## config.mk

```make
export PLATFORM = sky130hd
export DESIGN_NAME = seq_div_16b
export DESIGN_NICKNAME = d
export VERILOG_FILES = /design/src/rtl/div_pkg.sv /design/src/rtl/div_step.sv /design/src/rtl/seq_div_16b.sv
export SDC_FILE = /design/constraint.sdc
export NUM_CORES = 1
export LEC_CHECK = 0
export CAP_MARGIN = 5
export CORE_MARGIN = 5
export CORE_UTILIZATION = 49
export DETAILED_ROUTE_END_ITERATION = 8
export GPL_ROUTABILITY_DRIVEN = 1
export PLACE_DENSITY = 0.74
export SLEW_MARGIN = 20
export SYNTH_ARGS = -nofsm -noshare
export SYNTH_HDL_FRONTEND = slang
export SYNTH_SLANG_ARGS = --single-unit
```

## constraint.sdc

```tcl
create_clock -name clk -period 2.1 [get_ports clk]
set_input_delay 0.21 -clock clk [delete_from_list [all_inputs] [get_ports clk]]
set_output_delay 0.21 -clock clk [all_outputs]
set_load 0.02 [all_outputs]
```

## src/rtl/div_pkg.sv

```systemverilog
// Shared types and defaults for the sequential restoring divider.
package div_pkg;

    localparam int unsigned DIV_WIDTH = 16;
    localparam int unsigned CNT_W     = $clog2(DIV_WIDTH);

    typedef enum logic [1:0] {
        IDLE = 2'd0,
        RUN  = 2'd1,
        DZ   = 2'd2
    } div_state_e;

endpackage

```

## src/rtl/div_step.sv

```systemverilog
// One restoring-division step: trial subtract of the divisor from the shifted partial
// remainder, then restore-or-keep and shift the next quotient bit into q.
module div_step #(
    parameter int unsigned WIDTH = 16
) (
    input  logic [WIDTH-1:0] r_i,
    input  logic [WIDTH-1:0] q_i,
    input  logic [WIDTH-1:0] divisor_i,
    output logic [WIDTH-1:0] r_o,
    output logic [WIDTH-1:0] q_o,
    output logic             q_bit_o
);

    logic [WIDTH:0]   shifted;
    logic [WIDTH:0]   divisor_n;
    logic [WIDTH+1:0] sum;
    logic             no_borrow;
    logic             unused_sum_msb;

    // The shifted remainder can exceed 2^WIDTH-1, so the subtract needs WIDTH+1 bits.
    // It is formed as an add of the inverted divisor with carry-in 1; carry-out is no-borrow.
    assign shifted   = {r_i, q_i[WIDTH-1]};
    assign divisor_n = ~{1'b0, divisor_i};
    assign sum       = {1'b0, shifted} + {1'b0, divisor_n} + {{(WIDTH+1){1'b0}}, 1'b1};
    assign no_borrow = sum[WIDTH+1];

    assign unused_sum_msb = sum[WIDTH];

    always_comb begin
        r_o     = no_borrow ? sum[WIDTH-1:0] : shifted[WIDTH-1:0];
        q_o     = {q_i[WIDTH-2:0], no_borrow};
        q_bit_o = no_borrow;
    end

endmodule

```

## src/rtl/seq_div_16b.sv

```systemverilog
// Sequential unsigned radix-2 restoring divider with start/done handshake.
// One quotient bit per clock; divide-by-zero is short-circuited through the DZ state.
module seq_div_16b
    import div_pkg::*;
#(
    parameter int unsigned WIDTH = DIV_WIDTH
) (
    input  logic             clk,
    input  logic             rst_n,
    input  logic             start,
    input  logic [WIDTH-1:0] dividend,
    input  logic [WIDTH-1:0] divisor,
    output logic             busy,
    output logic             done,
    output logic [WIDTH-1:0] quotient,
    output logic [WIDTH-1:0] remainder,
    output logic             div_by_zero
);

    localparam int unsigned CntW = $clog2(WIDTH);

    div_state_e       state_q, state_d;
    logic [CntW-1:0]  cnt_q, cnt_d;
    logic [WIDTH-1:0] q_reg_q, q_reg_d;
    logic [WIDTH-1:0] r_reg_q, r_reg_d;
    logic [WIDTH-1:0] dvsr_q, dvsr_d;
    logic [WIDTH-1:0] quotient_q, quotient_d;
    logic [WIDTH-1:0] remainder_q, remainder_d;
    logic             dz_q, dz_d;
    logic             done_q, done_d;

    logic [WIDTH-1:0] step_r;
    logic [WIDTH-1:0] step_q;
    logic             unused_step_bit;

    div_step #(
        .WIDTH(WIDTH)
    ) u_step (
        .r_i      (r_reg_q),
        .q_i      (q_reg_q),
        .divisor_i(dvsr_q),
        .r_o      (step_r),
        .q_o      (step_q),
        .q_bit_o  (unused_step_bit)
    );

    always_comb begin
        state_d     = state_q;
        cnt_d       = cnt_q;
        q_reg_d     = q_reg_q;
        r_reg_d     = r_reg_q;
        dvsr_d      = dvsr_q;
        quotient_d  = quotient_q;
        remainder_d = remainder_q;
        dz_d        = dz_q;
        done_d      = 1'b0;

        unique case (state_q)
            IDLE: begin
                if (start) begin
                    // q_reg also carries the dividend into DZ as the remainder.
                    q_reg_d = dividend;
                    if (divisor != '0) begin
                        state_d = RUN;
                        dvsr_d  = divisor;
                        r_reg_d = '0;
                        cnt_d   = '0;
                    end else begin
                        state_d = DZ;
                    end
                end
            end
            RUN: begin
                q_reg_d = step_q;
                r_reg_d = step_r;
                cnt_d   = cnt_q + 1'b1;
                if (cnt_q == CntW'(WIDTH - 1)) begin
                    state_d     = IDLE;
                    cnt_d       = '0;
                    quotient_d  = step_q;
                    remainder_d = step_r;
                    dz_d        = 1'b0;
                    done_d      = 1'b1;
                end
            end
            DZ: begin
                state_d     = IDLE;
                quotient_d  = '1;
                remainder_d = q_reg_q;
                dz_d        = 1'b1;
                done_d      = 1'b1;
            end
            default: begin
                state_d = IDLE;
            end
        endcase
    end

    always_ff @(posedge clk) begin
        if (!rst_n) begin
            state_q     <= IDLE;
            cnt_q       <= '0;
            q_reg_q     <= '0;
            r_reg_q     <= '0;
            dvsr_q      <= '0;
            quotient_q  <= '0;
            remainder_q <= '0;
            dz_q        <= 1'b0;
            done_q      <= 1'b0;
        end else begin
            state_q     <= state_d;
            cnt_q       <= cnt_d;
            q_reg_q     <= q_reg_d;
            r_reg_q     <= r_reg_d;
            dvsr_q      <= dvsr_d;
            quotient_q  <= quotient_d;
            remainder_q <= remainder_d;
            dz_q        <= dz_d;
            done_q      <= done_d;
        end
    end

    assign busy        = (state_q == RUN);
    assign done        = done_q;
    assign quotient    = quotient_q;
    assign remainder   = remainder_q;
    assign div_by_zero = dz_q;

endmodule

```

==> results.yml, run 1 <==
run_status:
  status: "finished with violations"
  violations: "negative setup slack"
logic_synthesis:
  synth_flop_cell: "dfxtp_1"
  yosys.area.top_type: "dfxtp_1"
  synth_top_family_by_area: "compound AO/OA/AOI/OAI gates"
  yosysWarnings: 0
  synth_cell_types: 62
  syn_inst: 583
  ys_async_sr_fraction_pct: 0
  syn_area_mm2: 0.00474
  ys_seq_area_share_pct: 37.2
  synthSimpleGateAreaFrac_pct: 18.8
  synth_top_area_share_pct: 37.2
  synth_compound_area_share_pct: 27.5
  synthTopCellsByArea: "dfxtp_1 37%, a21oi_1 6.0%, nor2_1 5.5%"
  synthXorXnorAreaFrac_pct: 0.740
  syn_nets: 639
  ys_ff_latch: 88
  synthMuxAreaShare_pct: 5.07
  avgSynthCellArea_um2: 8.13
  synth_edf_count: 0
  synth-adder-area-share_pct: 5.71
floorplanning:
  dieWidth_um: 108
  die_area_mm2: 0.0117
  core_area_mm2: 0.00933
  ioPinCount: 70
  fp.dieH_um: 108
  rows: 35
  start_util_pct: 50.8
timing:
  finalClockSkew_ps: 10.3
  period_share_pct: 109
  setup_ws_ps: -179
  hold_violations: 0
  fmaxAchievable_mhz: 439
  rsz0062_at_grt: "true"
  slew_violations: 0
  holdWs_ps: 464
  setup_viol: 33
  fin_setup_tns_ps: -3540
  tightest_slew_ps: 632
  max-slew-margin-rel_pct: 57.5
  min_period_ps: 2280
grt:
  grt_usage_pct: 27.6
  grt_max_degree: 58
  gr-total-overflow: 0
  antenna_found_initial: 0
  grt_pass1_wl_mm: 25.5
  grt_pass1_vias: 5135
finish:
  multiInputGateArea_mm2: 0.00332
  final_core_util_pct: 79.2
  fin_nets: 821
  drive_above_1_share_pct: 34.5
  final_cells: 899
  area_delta_synth_final_pct: 56.0
  seqCellArea_mm2: 0.00179
  diodes: 0
  nFillCells: 636
power_and_ir_drop:
  p_leak_nw: 2.82
  irDropWorstVdd_v: 0.000355
  power.density_mw_per_mm2: 627
  power_mw: 4.63
clock_tree:
  cts_tree: "yes"
  cts_buffers: 9
  clk_pin_slew_ps: 110
  clock-root-buffer: "clkbuf_8"
  clockBufferDepth: 2
  clock_sinks: 88
  clock_latency_ps: 370
  htree_levels: 3
critical_path:
  cp.arrival_ps: 2590
  setup.worst_path.end_class: "flop"
  worstPathRequired_ps: 2410
  path_max_fanout: 5
  critical_path_class: "flop to flop"
  r2r_setup_slack_ps: -180
  critPathLaunchType: "flop"
route:
  met3RoutedLength_um: 971
  firstDrtPassIters: 5
  viasPerCell: 5.92
  dr_wl_met2_mm: 8.56
  highest_layer: "met4"
  drcViolationCount: 0
  dr.first_iter.drc_count: 362
  m1WireLength_mm: 6.63
  wl_mm: 16.6
  via_count: 5318
  postRouteAntennaNets: 0
  wl_per_cell_um: 18.5
placement:
  place_inst: 860
  dpl.hpwl_mm: 11.4
  routabilityCongestion: 1.01
  portBuffers: 69
hold_path:
  hold_path_class: "input port to flop"
flow_run:
  maxCapViolCount: 0
## synthesized netlist by cell type, types with 10 or more instances
cell type and n:
a21oi_1 57, o21ai_0 34, mux2i_1 24, ha_1 20, inv_1 27, nand3_1 18
nand2_1 33, nor2_1 69, a211oi_1 18, o211ai_1 10, dfxtp_1 88, clkbuf_1 27
nor3_1 26
## critical path: stages (launching register included)
cell	delay (ps)
dfxtp_2	350
ha_1	290
nor2b_4	140
o2111ai_4	260
a311o_1	360
buf_6	180
buf_6	100
a21oi_4	50
or3_4	380
a21oi_2	110
## layer usage
layer	track usage [%]	up-vias
li1	-	2517
met1	34.0	2549
met2	48.4	214
met3	3.82	38
met4	10.8	0
met5	0	-
## cells by family (layout without fill, tap and decap cells)
family                     count (synthesis)  after routing
buffers and inverters                     61            248
muxes                                     24             24
adders and majority gates                 21             21
DFF                                       88             88
AOI/OAI and AO/OA                        198            198
xor gates and xnor gates                   4              4
and+or+nand+nor                          187            187
## worst paths after layout
kind         cells after the start                      start                        end
min                              3                dividend[7]    q_reg_q[7]$_SDFFE_PN0P_
max                              9    r_reg_q[0]$_SDFFE_PN0P_  remainder[2]$_SDFFE_PN0P_
max reg2reg                      9    r_reg_q[0]$_SDFFE_PN0P_  remainder[2]$_SDFFE_PN0P_
min reg2reg                      2  remainder[1]$_SDFFE_PN0P_  remainder[1]$_SDFFE_PN0P_
## layout by cell type (no fill, tap or decap), drive strengths merged, types with 9 or more instances in the layout
cell type | Yosys | final
buf | 7 | 135
dfxtp | 88 | 88
nor2 | 69 | 69
clkdlybuf4s50 | 0 | 68
a21oi | 57 | 57
o21ai | 43 | 43
nand2 | 34 | 34
inv | 27 | 30
nor3 | 27 | 27
mux2i | 24 | 24
a211oi | 20 | 20
ha | 20 | 20
nand3 | 18 | 18
o211ai | 11 | 11
clkbuf | 27 | 10
o22ai | 9 | 9
a21o | 9 | 9
or3 | 9 | 9
## power by group
group	switching [mW]	leakage [nW]	total [mW]	internal [mW]
sequential	0.0711	0.725	1.82	1.75
clock	0.746	0.0981	1.22	0.470
combinational	0.805	2.00	1.59	0.789
total	1.62	2.82	4.63	3.01
## metrics by stage
step | cell area, um2 | setup slack (ps)
after floorplan | 4810 | -10.0
after global placement | 6380 | -288
after detailed placement | 6380 | -371
after CTS | 6990 | -113
after global routing | 7390 | -268
final | 7390 | -179
## registers in the layout, summed over array words and instances, names as in the netlist
signal and flops:
dvsr_q 16, q_reg_q 16, quotient 16, r_reg_q 16
remainder 16, cnt_q 4, state_q 2, div_by_zero 1
done 1
## cell type report
type / instances / area share [%]
repair buffers: 205 / 24.7
inverters: 27 / 1.37
clock buffers: 9 / 1.68
flip-flops and latches: 88 / 24.2
clock inverters: 7 / 1.02
multi-input cells: 434 / 44.9
well taps: 129 / 2.18
## timing repair
item | 4_1_cts | 5_1_grt
endpoints found under the setup margin | 35 | 36
buffers inserted | 7 | 15
cloned | 0 | 1
hold buffers | 0 | 0
gates resized for setup | 84 | 59
endpoints found under the hold margin | 0 | 0
pin swaps | 44 | 37
No activity file was read; power rests on OpenSTA's default activity.
==> run 2, diff against run 1 <==
CORE_ASPECT_RATIO = 0.8   (was not set)
CORE_MARGIN = not set   (was 5)
==> run 2 against run 1 <==
The run ends with design-rule violations, negative setup slack left. Global-route usage increased by 3.7 points. Critical endpoint is now remainder[10]$_SDFFE_PN0P_. Die area decreased by 14%. First-iteration DRC count increased by 6.9%. Non-clock buffer count down 10. Flip-flop and latch count unchanged. Sequential share of layout area increased by 0.15 points. Cell count down 2.7%. Clock-buffer cell count unchanged. Worst setup slack got worse by 26 ps. Total power grew 8.5%.
==> results.yml, run 2 (synthesis results as in run 1) <==
timing:
  max-slew-margin-rel_pct: 55.2
  hold_violations: 0
  rsz0062_at_grt: "true"
  min_period_ps: 2300
  fmaxAchievable_mhz: 434
  setup_viol: 32
  finalClockSkew_ps: 5.20
  tightest_slew_ps: 672
  period_share_pct: 110
  setup_ws_ps: -205
  slew_violations: 0
  fin_setup_tns_ps: -3360
placement:
  dpl.hpwl_mm: 11.0
  place_ws_ps: -230
  routabilityCongestion: 0.924
  portBuffers: 69
finish:
  area_delta_synth_final_pct: 54.3
  drive_above_1_share_pct: 31.8
  fin_nets: 811
  diodes: 0
  final_common_cell: "buf_4"
  nFillCells: 586
  final_cell_mix: "113 x buf_4, 75 x dfxtp_1, 68 x clkdlybuf4s50_1, 66 x nor2_1, 53 x a21oi_1"
clock_tree:
  clock_sinks: 88
  clock_latency_ps: 340
  cts_tree: "yes"
  clockBufferDepth: 2
  cts_buffers: 9
  htree_levels: 3
  ctsHoldBuffers: 0
  clock-root-buffer: "clkbuf_16"
  clk_pin_slew_ps: 70
critical_path:
  worstPathRequired_ps: 2370
  cp.arrival_ps: 2580
  path_max_fanout: 4
  critPathLaunchType: "flop"
  setup.worst_path.end_class: "flop"
  critical_path_class: "flop to flop"
floorplanning:
  start_util_pct: 51.3
  die_area_mm2: 0.0101
  rows: 31
  fp.dieH_um: 89.9
  ioPinCount: 70
  core_area_mm2: 0.00923
  dieWidth_um: 112
grt:
  grt_pass1_wl_mm: 25.2
  grt_util_met2_pct: 51.7
  grt_pass1_vias: 5122
  met3_usage_pct: 5.39
  grtUsageMet1_pct: 41.6
  grt_max_degree: 58
  grt_usage_pct: 31.3
  gr-total-overflow: 0
  top_usage_layer: "met2"
  antenna_found_initial: 0
route:
  drcViolationCount: 5
  wl_mm: 16.4
  postRouteAntennaNets: 0
  wl_per_cell_um: 18.7
  firstDrtPassIters: 7
  via_count: 5276
  dr.first_iter.drc_count: 387
  viasPerCell: 6.03
power_and_ir_drop:
  power_mw: 5.02
  p_leak_nw: 2.82
  power.density_mw_per_mm2: 687
  irDropWorstVdd_v: 0.000486
hold_path:
  hold_path_class: "flop to flop"
run_status:
  violations: "design-rule violations, negative setup slack"
  status: "finished with violations"
flow_run:
  maxCapViolCount: 0
-- run 2: cell type report --
cell class                      instances  area (um2)  area share, %
Multi-Input combinational cell        434        3270           44.7
Sequential cell                        88        1780           24.3
Timing Repair Buffer                  195        1710           23.4
Clock buffer                            9         225           3.08
Tap cell                              115         144           1.97
Inverter                               27         104           1.42
Clock inverter                          7        78.8           1.08
-- run 2: power breakdown --
part	switching (mW)	internal (mW)
Combinational	0.793	0.755
Clock	0.716	0.935
Sequential	0.0736	1.75
Total	1.58	3.44
-- run 2: critical path, stage by stage, from the launching register on --
cell and delay, ps:
dfxtp_2 330, inv_2 60, ha_4 150, inv_2 40, fa_2 350, a211o_4 370, a21boi_4 200, o21ai_1 120
xor2_1 310, mux2i_4 120, a21oi_1 170
-- run 2: per-layer routing --
metal | routed length (um) | share of wire (%) | vias up
met3 | 1090 | 6.6 | 41
met4 | 413 | 2.5 | 0
met5 | 0 | 0 | -
met1 | 6990 | 43 | 2508
li1 | - | - | 2500
met2 | 7870 | 48 | 227
-- run 2: metrics by stage --
stage	util (%)	instances	hold WS, ps	instance area, um2
after floorplan	-	583	349	4810
after global placement	69.1	848	448	6380
after detailed placement	69.1	848	455	6380
after CTS	76.3	867	468	7040
after global routing	79.2	875	480	7310
final	79.2	875	461	7310
-- run 2: worst paths after layout --
path / startpoint / end / slack [ps] / cells past startpoint
max reg2reg: q_reg_q[15]$_SDFFE_PN0P_ / remainder[10]$_SDFFE_PN0P_ / -200 / 10
min reg2reg: remainder[1]$_SDFFE_PN0P_ / remainder[1]$_SDFFE_PN0P_ / 460 / 2
max: q_reg_q[15]$_SDFFE_PN0P_ / remainder[10]$_SDFFE_PN0P_ / -200 / 10
min: remainder[1]$_SDFFE_PN0P_ / remainder[1]$_SDFFE_PN0P_ / 460 / 2
-- run 2: timing repair --
item,CTS,global route
hold endpoints to repair,0,0
resized for setup,78,43
buffers inserted,3,8
endpoints found under the setup margin,34,36
pin swaps,27,25
